## src/rtl/vga_timing_generator.sv

```systemverilog
// VGA raster timing: free-running pixel/line counters, combinational position
// flags, and a one-clock output register stage that keeps colour and syncs aligned.
module vga_timing_generator #(
  parameter int H_ACTIVE = 640,
  parameter int H_FRONT  = 16,
  parameter int H_SYNC   = 96,
  parameter int H_BACK   = 48,
  parameter int V_ACTIVE = 480,
  parameter int V_FRONT  = 10,
  parameter int V_SYNC   = 2,
  parameter int V_BACK   = 33
) (
  input  logic        vgaCLK,
  input  logic        reset,
  input  logic [11:0] colorIn,
  output logic [9:0]  pixelX,
  output logic [9:0]  pixelY,
  output logic        pixelValid,
  output logic        frameTick,
  output logic        vBlank,
  output logic [3:0]  redVGA,
  output logic [3:0]  greenVGA,
  output logic [3:0]  blueVGA,
  output logic        horizontalVGA,
  output logic        verticalVGA
);

  localparam int H_TOTAL = H_ACTIVE + H_FRONT + H_SYNC + H_BACK;
  localparam int V_TOTAL = V_ACTIVE + V_FRONT + V_SYNC + V_BACK;

  localparam logic [9:0] H_LAST     = 10'(H_TOTAL - 1);
  localparam logic [9:0] V_LAST     = 10'(V_TOTAL - 1);
  localparam logic [9:0] H_ACT      = 10'(H_ACTIVE);
  localparam logic [9:0] V_ACT      = 10'(V_ACTIVE);
  localparam logic [9:0] H_SYNC_BEG = 10'(H_ACTIVE + H_FRONT);
  localparam logic [9:0] H_SYNC_END = 10'(H_ACTIVE + H_FRONT + H_SYNC);
  localparam logic [9:0] V_SYNC_BEG = 10'(V_ACTIVE + V_FRONT);
  localparam logic [9:0] V_SYNC_END = 10'(V_ACTIVE + V_FRONT + V_SYNC);

  logic [9:0]  h_count_q, h_count_d;
  logic [9:0]  v_count_q, v_count_d;
  logic [11:0] rgb_q, rgb_d;
  logic        h_sync_q, h_sync_d;
  logic        v_sync_q, v_sync_d;
  logic        h_last, v_last;
  logic        active;

  always_comb begin
    h_last    = (h_count_q == H_LAST);
    v_last    = (v_count_q == V_LAST);
    active    = (h_count_q < H_ACT) && (v_count_q < V_ACT);
    h_count_d = h_last ? 10'd0 : h_count_q + 10'd1;
    v_count_d = v_count_q;
    if (h_last) begin
      v_count_d = v_last ? 10'd0 : v_count_q + 10'd1;
    end
    // Blanking colour outside the active area also keeps RGB dark during syncs.
    rgb_d    = active ? colorIn : 12'd0;
    h_sync_d = !((h_count_q >= H_SYNC_BEG) && (h_count_q < H_SYNC_END));
    v_sync_d = !((v_count_q >= V_SYNC_BEG) && (v_count_q < V_SYNC_END));
  end

  always_ff @(posedge vgaCLK) begin
    if (reset) begin
      h_count_q <= 10'd0;
      v_count_q <= 10'd0;
      rgb_q     <= 12'd0;
      h_sync_q  <= 1'b1;
      v_sync_q  <= 1'b1;
    end else begin
      h_count_q <= h_count_d;
      v_count_q <= v_count_d;
      rgb_q     <= rgb_d;
      h_sync_q  <= h_sync_d;
      v_sync_q  <= v_sync_d;
    end
  end

  assign pixelX        = h_count_q;
  assign pixelY        = v_count_q;
  assign pixelValid    = active;
  assign frameTick     = (h_count_q == 10'd0) && (v_count_q == 10'd0);
  assign vBlank        = (v_count_q >= V_ACT);
  assign redVGA        = rgb_q[11:8];
  assign greenVGA      = rgb_q[7:4];
  assign blueVGA       = rgb_q[3:0];
  assign horizontalVGA = h_sync_q;
  assign verticalVGA   = v_sync_q;

endmodule
```

## config.mk

```make
export PLATFORM = sky130hd
export DESIGN_NAME = vga_timing_generator
export DESIGN_NICKNAME = d
export VERILOG_FILES = /design/src/rtl/vga_timing_generator.sv
export SDC_FILE = /design/constraint.sdc
export NUM_CORES = 1
export LEC_CHECK = 0
export ABC_AREA = 1
export ABC_CLOCK_PERIOD_IN_PS = 1500
export CORE_AREA = 2 2 80 59
export DETAILED_ROUTE_END_ITERATION = 8
export DIE_AREA = 0 0 82 61
export DONT_BUFFER_PORTS = 1
export SLEW_MARGIN = 20
export SYNTH_ARGS = -nofsm -noshare
export SYNTH_HDL_FRONTEND = slang
export SYNTH_SLANG_ARGS = --single-unit
```

## constraint.sdc

```tcl
create_clock -name vgaCLK -period 1.5 [get_ports vgaCLK]
set_clock_uncertainty 0.05 [all_clocks]
set_input_delay 0.45 -clock vgaCLK [delete_from_list [all_inputs] [get_ports vgaCLK]]
set_output_delay 0.45 -clock vgaCLK [all_outputs]
set_load 0.05 [all_outputs]
```

=== Word-level counts from Yosys, hierarchy flattened ===
Index checks and enable logic that the tools add are counted.

* Register bits after elaboration: 34
* Latch bits: 0
* Memory bits (writable): 0
* Memory bits (read-only): 0
* Bits of input ports: 14
* Word-level logic and storage cells: 28
* Memories kept: 0

* $add $sub $neg: 2
* $mul: 0
* Divide/modulo/power cells: 0
* Magnitude comparators: 7
* Equality and inequality tests: 2
* Shift operators: 0
* Multiplexer cells: 1
* Bitwise logic cells: 1
* Reduce and logical (&&, ||, !) cells: 10

{| class="wikitable"
|+ Operator list
! operator !! number
|-
| 10-bit by 1-bit adder with 10-bit output (second input constant) || 2
|-
| 10-bit equality test (second input constant) || 2
|-
| 10-bit by 9-bit greater-or-equal comparator with 1-bit output (second input constant) || 2
|-
| 10-bit zero test || 2
|-
| 10-bit less-than comparator (second input constant) || 2
|-
| 10-bit by 9-bit less-than comparator with 1-bit output (second input constant) || 2
|-
| 10-bit greater-or-equal comparator (second input constant) || 1
|-
| 10-bit 2-to-1 mux || 1
|-
| 1-bit logical AND || 4
|-
| 2-bit OR reduction || 2
|-
| 1-bit zero test || 2
|-
| 1-bit inverter || 1
|}

=== Depth between registers and ports, before layout ===
Gate-level depths: netlist (run 1).

* Word-level depth: 4
* Mapped depth: 9
* Depth with buffers taken out: 9

=== Worst setup path after synthesis (run 1) ===
No wires, ideal clock.

* Path type: register -> output
* From: register v_count_q[0], in the netlist pixelY[0]
* To: output port frameTick
* Arrival: 2.420 ns
* Required time: 1.000 ns
* Slack: -1.420 ns
* Stages on the path, launching flop included: 5
* Path buffers: 0
* Cell sequence: dfxtp_1 > inv_1 > ha_1 > nand3_1 > nor4_1

* Longest elaborated chain between the ends: 2

{| class="wikitable"
|+ RTL lines
! item !! line !! source
|-
| from (decl) || 41 || <nowiki>logic [9:0] v_count_q, v_count_d;</nowiki>
|-
| from (signal assigned) || 72 || <nowiki>v_count_q <= v_count_d;</nowiki>
|-
| 10-bit zero test || 82 || <nowiki>assign frameTick = (h_count_q == 10'd0) && (v_count_q == 10'd0);</nowiki>
|-
| 1-bit logical AND || 82 ||
|-
| to (decl) || 19 || <nowiki>output logic frameTick,</nowiki>
|}

Every way passes these cells.

=== Worst setup path in the final report (run 1) ===
* From: register h_count_q[6], in the netlist pixelX[6]
* To: output port frameTick

* Longest elaborated chain between the ends: 2

{| class="wikitable"
|+ RTL lines
! item !! line !! source
|-
| from (decl) || 40 || <nowiki>logic [9:0] h_count_q, h_count_d;</nowiki>
|-
| from (signal assigned) || 71 || <nowiki>h_count_q <= h_count_d;</nowiki>
|-
| 10-bit zero test || 82 ||
|-
| 1-bit logical AND || 82 ||
|}

Every way passes these cells.

==> metrics.md, run 1 <==
| Metric | Value |
|---|---|
| Global-route wire length before repair | `6910 um` |
| Syn_nets | `245` |
| Ant diodes | `0` |
| Core box area | `4200 sq um` |
| Clock-pin transition on the worst setup and hold timing paths | `0.08 ns` |
| Slowest cell on crit path | `dfxtp_2` |
| Period utilization | `1.28` |
| Crit-path cells | `nor2_2 > nand2_2 > nor4_4 > buf_12` |
| Min Clock Period, post-route | `1.92 ns` |
| DP Wirelength | `3110 um` |
| Multi-input gate area | `1010 sq um` |
| Die width | `82 um` |
| Max VDD drop | `0.554 mV` |
| H-tree levels | `2` |
| Top cell type's share of synthesized area | `0.418` |
| Initial DRT Pass Iterations | `4` |
| WHS Path Cells | `1` |
| Fillers | `368` |
| Initial DRC count | `88` |
| Fin cells | `342` |
| Sinks on Clock Net | `34` |
| Worst Path Required | `1.00 ns` |
| Distinct cells, synth | `24` |
| Seq/Total Area, Yosys | `0.418` |
| Yosys reg bits | `34` |
| Worst-margin pin slew | `0.491 ns` |
| Drt via density | `4.82` |
| RR Endpoint | `pixelY[9]$_SDFFE_PP0N_` |
| Clk buf depth | `2` |
| Io pins | `51` |
| RSZ-0062 raised after global routing | `yes` |
| PnR worst setup slack | `-0.418 ns` |
| Reg area | `724 sq um` |
| Internal power | `1.58 mW` |
| CTS tree | `done` |
| DRC viols | `0` |
| Min-Delay Endpoint | `pixelY[6]$_SDFFE_PP0N_` |
| Rel. slew slack | `0.672` |
| Lkg Pwr | `1.12 nW` |
| Hold_buf cts | `0` |
| Slew Viols, Final | `0` |
| DRT antenna net count | `0` |
| Final setup viols | `3` |
| Clk network pwr share | `0.455` |
| Area grow syn2layout | `60.7%` |
| Gr usage total | `0.189` |
| Synth warn | `0` |
| Final instance area | `2610 sq um` |
| Critical path arrival | `1.42 ns` |
| Failing checks | `negative setup slack` |
| Sw power | `0.551 mW` |
| Worst setup EP type | `primary output` |
| Cts bufs inserted | `5` |
| Leading area contributor after synthesis | `dfxtp_1` |
| Placed insts | `328` |
| Cell count after synthesis | `226` |
| Pin count of the biggest net entering global routing | `13` |
| Initial antenna violation count | `0` |
| Routed via count | `1650` |
| Pwr Density | `817 nW/um^2` |
| R2r setup slk | `0.06 ns` |
| Status | `finished, violations left` |
| Path depth of the worst reg2reg path | `11` |
| Hold_sp | `reset` |
| Vias in the first global route | `1510` |
| Root buffer cell | `clkbuf_8` |
| Leading post-synthesis cells by cell area | `dfxtp_1, nand2_1, nor2_1, inv_1, nand3_1` |
| Comb pwr share | `0.081` |
| Fin. Hold Viols | `0` |
| Starting Density | `0.387` |
| Synth Area per Inst | `7.20 sq um` |
| GR Overflow Total | `0` |
| WL/cell | `13.5 um` |
| CP Max Fanout | `3` |
| Startpoint Class | `register` |
| Hold/Removal Path Class | `in2reg` |
| Largest stage delay on the critical path | `0.35 ns` |
| Nets | `305` |
| Worst reg2reg startpoint | `pixelY[5]$_SDFFE_PP0N_` |
| Max-cap violations | `0` |
| Switching share of power | `0.258` |
| Area after DPL | `2130 sq um` |
| Die Height | `61 um` |
| Standard-cell rows | `20` |
| Synth Cell Area | `1630 sq um` |
| Reg power frac | `0.464` |
| I/O Buffers | `0` |
| DIE AREA | `5000 sq um` |
| Final GP Congestion | `0.886` |
| Share of layout cells above drive strength 1 | `0.509` |
| Worst skew pair latency | `0.29 ns` |
| Crit Path Class | `reg2out` |
| Final WL | `4620 um` |
| Max Freq | `522 MHz` |
[sequential cells by signal, indices dropped and copies added (netlist names)]
| register | count |
|---|---|
| pixelY | 10 |
| verticalVGA | 1 |
| rgb_q | 12 |
| horizontalVGA | 1 |
| pixelX | 10 |
[power by group through the flow]
stage	clock, mW	combinational [mW]	sequential [mW]
2_1_floorplan	0	0.0820	1.03
3_3_place_gp	0	0.149	1.01
3_5_place_dp	0	0.153	1.01
4_1_cts	0.983	0.154	0.988
5_1_grt	1.03	0.188	0.993
6_report	0.970	0.173	0.991
[worst max-delay path by stage]
stage / end / start / cells after the start / slack [ns]
2_1_floorplan: frameTick / pixelY[6]$_SDFFE_PP0N_ / 5 / -0.36
3_3_place_gp: frameTick / pixelY[6]$_SDFFE_PP0N_ / 6 / -0.16
3_5_place_dp: frameTick / pixelY[4]$_SDFFE_PP0N_ / 6 / -0.18
4_1_cts: frameTick / pixelY[0]$_SDFFE_PP0N_ / 5 / -0.36
5_1_grt: frameTick / pixelX[6]$_SDFF_PP0_ / 4 / -0.46
6_report: frameTick / pixelX[6]$_SDFF_PP0_ / 4 / -0.42
[critical path: cells and delay by family (launching register included)]
family | cells | cell delay [ns]
AND/OR/NAND/NOR | 3 | 0.60
buffers and inverters | 1 | 0.18
flip-flops | 1 | 0.35
[logic make-up (layout without fill, tap and decap cells)]
kind of cell | after synthesis | after routing | share of synthesized area
AOI/OAI and AO/OA | 17 | 17 | 0.0554
buffers and inverters | 41 | 100 | 0.104
adders and majority gates | 5 | 5 | 0.0385
DFF | 34 | 34 | 0.418
and+or+nand+nor | 128 | 130 | 0.378
xor gates and xnor gates | 1 | 1 | 0.00539
[cells in the mapped netlist, drive strengths merged]
library cell   n
nor2          49
o21bai         1
nor3           3
ha             5
nand4          4
a21oi          9
nor4           2
inv           39
xor2           1
nand2         48
nand3         21
buf            2
o211ai         1
o21ai          6
dfxtp         34
nor3b          1
[final cells by class]
| type | instances | area share |
|---|---|---|
| multi-input combinational | 153 | 0.386 |
| timing repair buffer | 53 | 0.201 |
| clock buffer | 6 | 0.0359 |
| clock inverter | 2 | 0.0148 |
| sequential | 34 | 0.277 |
| inverter | 39 | 0.0589 |
| tap | 55 | 0.0263 |
[repair_timing]
item / CTS / global route
gates resized for setup: 26 / 50
setup buffers: 5 / 1
pin swaps: 10 / 9
cloned: 1 / 1
setup endpoints to repair: 20 / 36
[through the flow]
stage | setup TNS, ns | total power, mW | util | hold WS, ns | setup slack [ns]
6_report | -1.01 | 2.13 | 0.622 | 0.162 | -0.418
5_1_grt | -1.24 | 2.21 | 0.622 | 0.155 | -0.463
4_1_cts | -1.00 | 2.13 | 0.571 | 0.159 | -0.361
3_5_place_dp | -0.816 | 1.16 | 0.507 | 0.372 | -0.176
3_3_place_gp | -0.553 | 1.16 | 0.507 | 0.370 | -0.164
2_1_floorplan | -3.22 | 1.11 | - | 0.462 | -0.361
[metal layers]
layer  global-route usage  vias to the layer above  part of all wire
li1                     -                      825                 -
met1                0.249                      772              0.47
met2                0.298                       49              0.46
met3               0.0625                        4             0.063
met4               0.0571                        0            0.0089
met5                    0                        -                 0
[cell usage in the layout (no fill, tap or decap), types with 4 or more instances in the layout]
cell type / count
buf_4: 34
nand2_1: 30
inv_1: 27
nor2_1: 27
nand3_1: 16
nor2_2: 15
dfxtp_1: 15
nand2_2: 12
dfxtp_2: 11
buf_6: 11
inv_2: 10
a21oi_1: 9
nor2_4: 8
dfxtp_4: 8
nand2_4: 5
clkbuf_8: 5
buf_12: 5
nand4_1: 4
o21ai_0: 4
Note: power is estimated with default switching activity, not from simulation.
==> run 2: changes to the inputs <==
--- a/config.mk
+++ b/config.mk
@@ -7,10 +7,12 @@
 export LEC_CHECK = 0
 export ABC_AREA = 1
 export ABC_CLOCK_PERIOD_IN_PS = 1500
+export CAP_MARGIN = 10
 export CORE_AREA = 2 2 80 59
 export DETAILED_ROUTE_END_ITERATION = 8
 export DIE_AREA = 0 0 82 61
 export DONT_BUFFER_PORTS = 1
+export PLACE_DENSITY = 0.62
 export SLEW_MARGIN = 20
 export SYNTH_ARGS = -nofsm -noshare
 export SYNTH_HDL_FRONTEND = slang
==> metrics.md, run 2 (synthesis results as in run 1) <==
| Metric | Value |
|---|---|
| Final instance area | `2410 sq um (-7.9%)` |
| Max Freq | `534 MHz (+2.5%)` |
| Pin count of the biggest net entering global routing | `13 (unchanged)` |
| DP Wirelength | `3090 um (-0.54%)` |
| Rel. slew slack | `0.669 (-0.00311)` |
| Total Power | `1.99 mW (-6.8%)` |
| GR Overflow Total | `0 (unchanged)` |
| Pwr Density | `827 nW/um^2 (+1.3%)` |
| WHS Path Cells | `1 (unchanged)` |
| Global-route wire length before repair | `6460 um (-6.5%)` |
| Clk buf depth | `2 (unchanged)` |
| Standard-cell rows | `20 (unchanged)` |
| PnR worst setup slack | `-0.371 ns (+0.0464 ns)` |
| Most frequent cells in the layout | `buf_4, nand2_1, inv_1, nor2_1, nor2_2` |
| RSZ-0062 raised after global routing | `yes` |
| Critical path arrival | `1.37 ns (-0.05 ns)` |
| Ant diodes | `0 (unchanged)` |
| Final hold slack | `0.161 ns (-0.000686 ns)` |
| Register with the most flip-flops | `rgb_q` |
| Core box area | `4200 sq um (unchanged)` |
| Min Clock Period, post-route | `1.87 ns (-0.0464 ns)` |
| Failing checks | `negative setup slack` |
| Gr usage total | `0.175 (-0.0146)` |
| Path depth of the worst reg2reg path | `8 (-3)` |
| Setup TNS | `-0.960 ns (+0.0544 ns)` |
| Max VDD drop | `0.580 mV (+4.6%)` |
| Status | `finished, violations left` |
| Vias in the first global route | `1439 (-4.7%)` |
| Final setup viols | `3 (unchanged)` |
| Fin cells | `340 (-0.58%)` |
| Post-place setup slack | `-0.190 ns (-0.0147 ns)` |
| Area grow syn2layout | `47.9%` |
| Initial DRC count | `90 (+2.3%)` |
| Startpoint Class | `register` |
| Cts bufs inserted | `5 (unchanged)` |
| Routed via count | `1567 (-5.0%)` |
| Crit Path Class | `reg2out` |
| Worst-margin pin slew | `0.496 ns (+0.00466 ns)` |
| CTS tree | `done` |
| Share of layout cells above drive strength 1 | `0.477 (-0.0315)` |
| I/O Buffers | `0 (unchanged)` |
| DRC viols | `0 (unchanged)` |
| Area after DPL | `2130 sq um (unchanged)` |
| Slew Viols, Final | `0 (unchanged)` |
| Final GP Congestion | `0.882 (-0.41%)` |
| Io pins | `51 (unchanged)` |
| Period utilization | `1.25 (-0.0309)` |
| Drt via density | `4.61 (-4.5%)` |
| WL/cell | `12.2 um (-9.8%)` |
| Initial DRT Pass Iterations | `4 (unchanged)` |
| Clock-pin transition on the worst setup and hold timing paths | `0.08 ns (about the same)` |
| Lkg Pwr | `1.09 nW (-2.7%)` |
| H-tree levels | `2 (unchanged)` |
| CP Max Fanout | `2 (-1)` |
| Nets | `303 (-0.66%)` |
| Fin util | `0.572 (-0.0494)` |
| Worst setup EP type | `primary output` |
| Hold/Removal Path Class | `in2reg` |
| Die width | `82 um (unchanged)` |
| Fin. Hold Viols | `0 (unchanged)` |
| Fillers | `394 (+7.1%)` |
| Commonest non-fill, non-tap cell in the layout | `buf_4` |
| Max reg flops | `12 (unchanged)` |
| Root buffer cell | `clkbuf_8` |
| Worst Path Required | `1.00 ns (about the same)` |
| Final WL | `4140 um (-10%)` |
| Max-cap violations | `0 (unchanged)` |
| Placed insts | `328 (unchanged)` |
| Sinks on Clock Net | `34 (unchanged)` |
| Worst skew pair latency | `0.29 ns (about the same)` |
| DIE AREA | `5000 sq um (unchanged)` |
| Initial antenna violation count | `0 (unchanged)` |
| DRT antenna net count | `0 (unchanged)` |
| Die Height | `61 um (unchanged)` |
| Starting Density | `0.387 (unchanged)` |
[run 2: cell types whose count changed in the layout (fill, tap and decap cells not counted), moves of 2 or more]
| cell | previous run | this run |
|---|---|---|
| nand2_2 | 12 | 7 |
| ha_4 | 3 | 1 |
| nand2_1 | 30 | 38 |
| buf_12 | 5 | 3 |
| nor2_2 | 15 | 20 |
| nand2_8 | 2 | 0 |
| ha_2 | 0 | 2 |
| nand2_4 | 5 | 3 |
| inv_2 | 10 | 12 |
| buf_4 | 34 | 42 |
| nor2_4 | 8 | 3 |
| buf_6 | 11 | 5 |
[run 2: path summary, 6_finish.rpt]
| kind | from | endpoint | slack, ns |
|---|---|---|---|
| max reg2reg | pixelX[2]$_SDFF_PP0_ | pixelY[7]$_SDFFE_PP0N_ | 0.06 |
| min | reset | pixelY[5]$_SDFFE_PP0N_ | 0.16 |
| min reg2reg | pixelY[8]$_SDFFE_PP0N_ | pixelY[8]$_SDFFE_PP0N_ | 0.48 |
| max | pixelY[0]$_SDFFE_PP0N_ | frameTick | -0.37 |
[run 2: final cells by class]
cell class / count / area [sq um] / area share
Multi-Input combinational cell: 152 / 893 / 0.371
Inverter: 39 / 146 / 0.0608
Tap cell: 55 / 68.8 / 0.0286
Clock inverter: 3 / 42.5 / 0.0177
Sequential cell: 34 / 724 / 0.301
Clock buffer: 5 / 68.8 / 0.0286
Timing Repair Buffer: 52 / 462 / 0.192
[run 2: metal layers]
layer	vias to the layer above	track usage	share of wire
li1	820	-	-
met1	680	0.227	0.46
met2	59	0.272	0.44
met3	8	0.0685	0.086
met4	0	0.0500	0.012
met5	-	0	0
[run 2: what timing repair did]
action,4_1_cts,5_1_grt
pin swaps,8,2
setup buffers,2,1
resized for setup,21,17
endpoints found under the setup margin,15,19
hold buffers,0,0
cloned,0,1
[run 2: critical path, cell delays in order, from the launching register on]
cell and delay (ns):
dfxtp_4 0.35, inv_2 0.07, ha_4 0.14, nand3_4 0.07, nor4_4 0.27, buf_12 0.18
[run 2: where the power goes]
part	internal, mW	switching (mW)	leakage (nW)
logic	0.0577	0.0954	0.742
clock network	0.497	0.353	0.0590
registers	0.915	0.0719	0.290
total	1.47	0.520	1.09
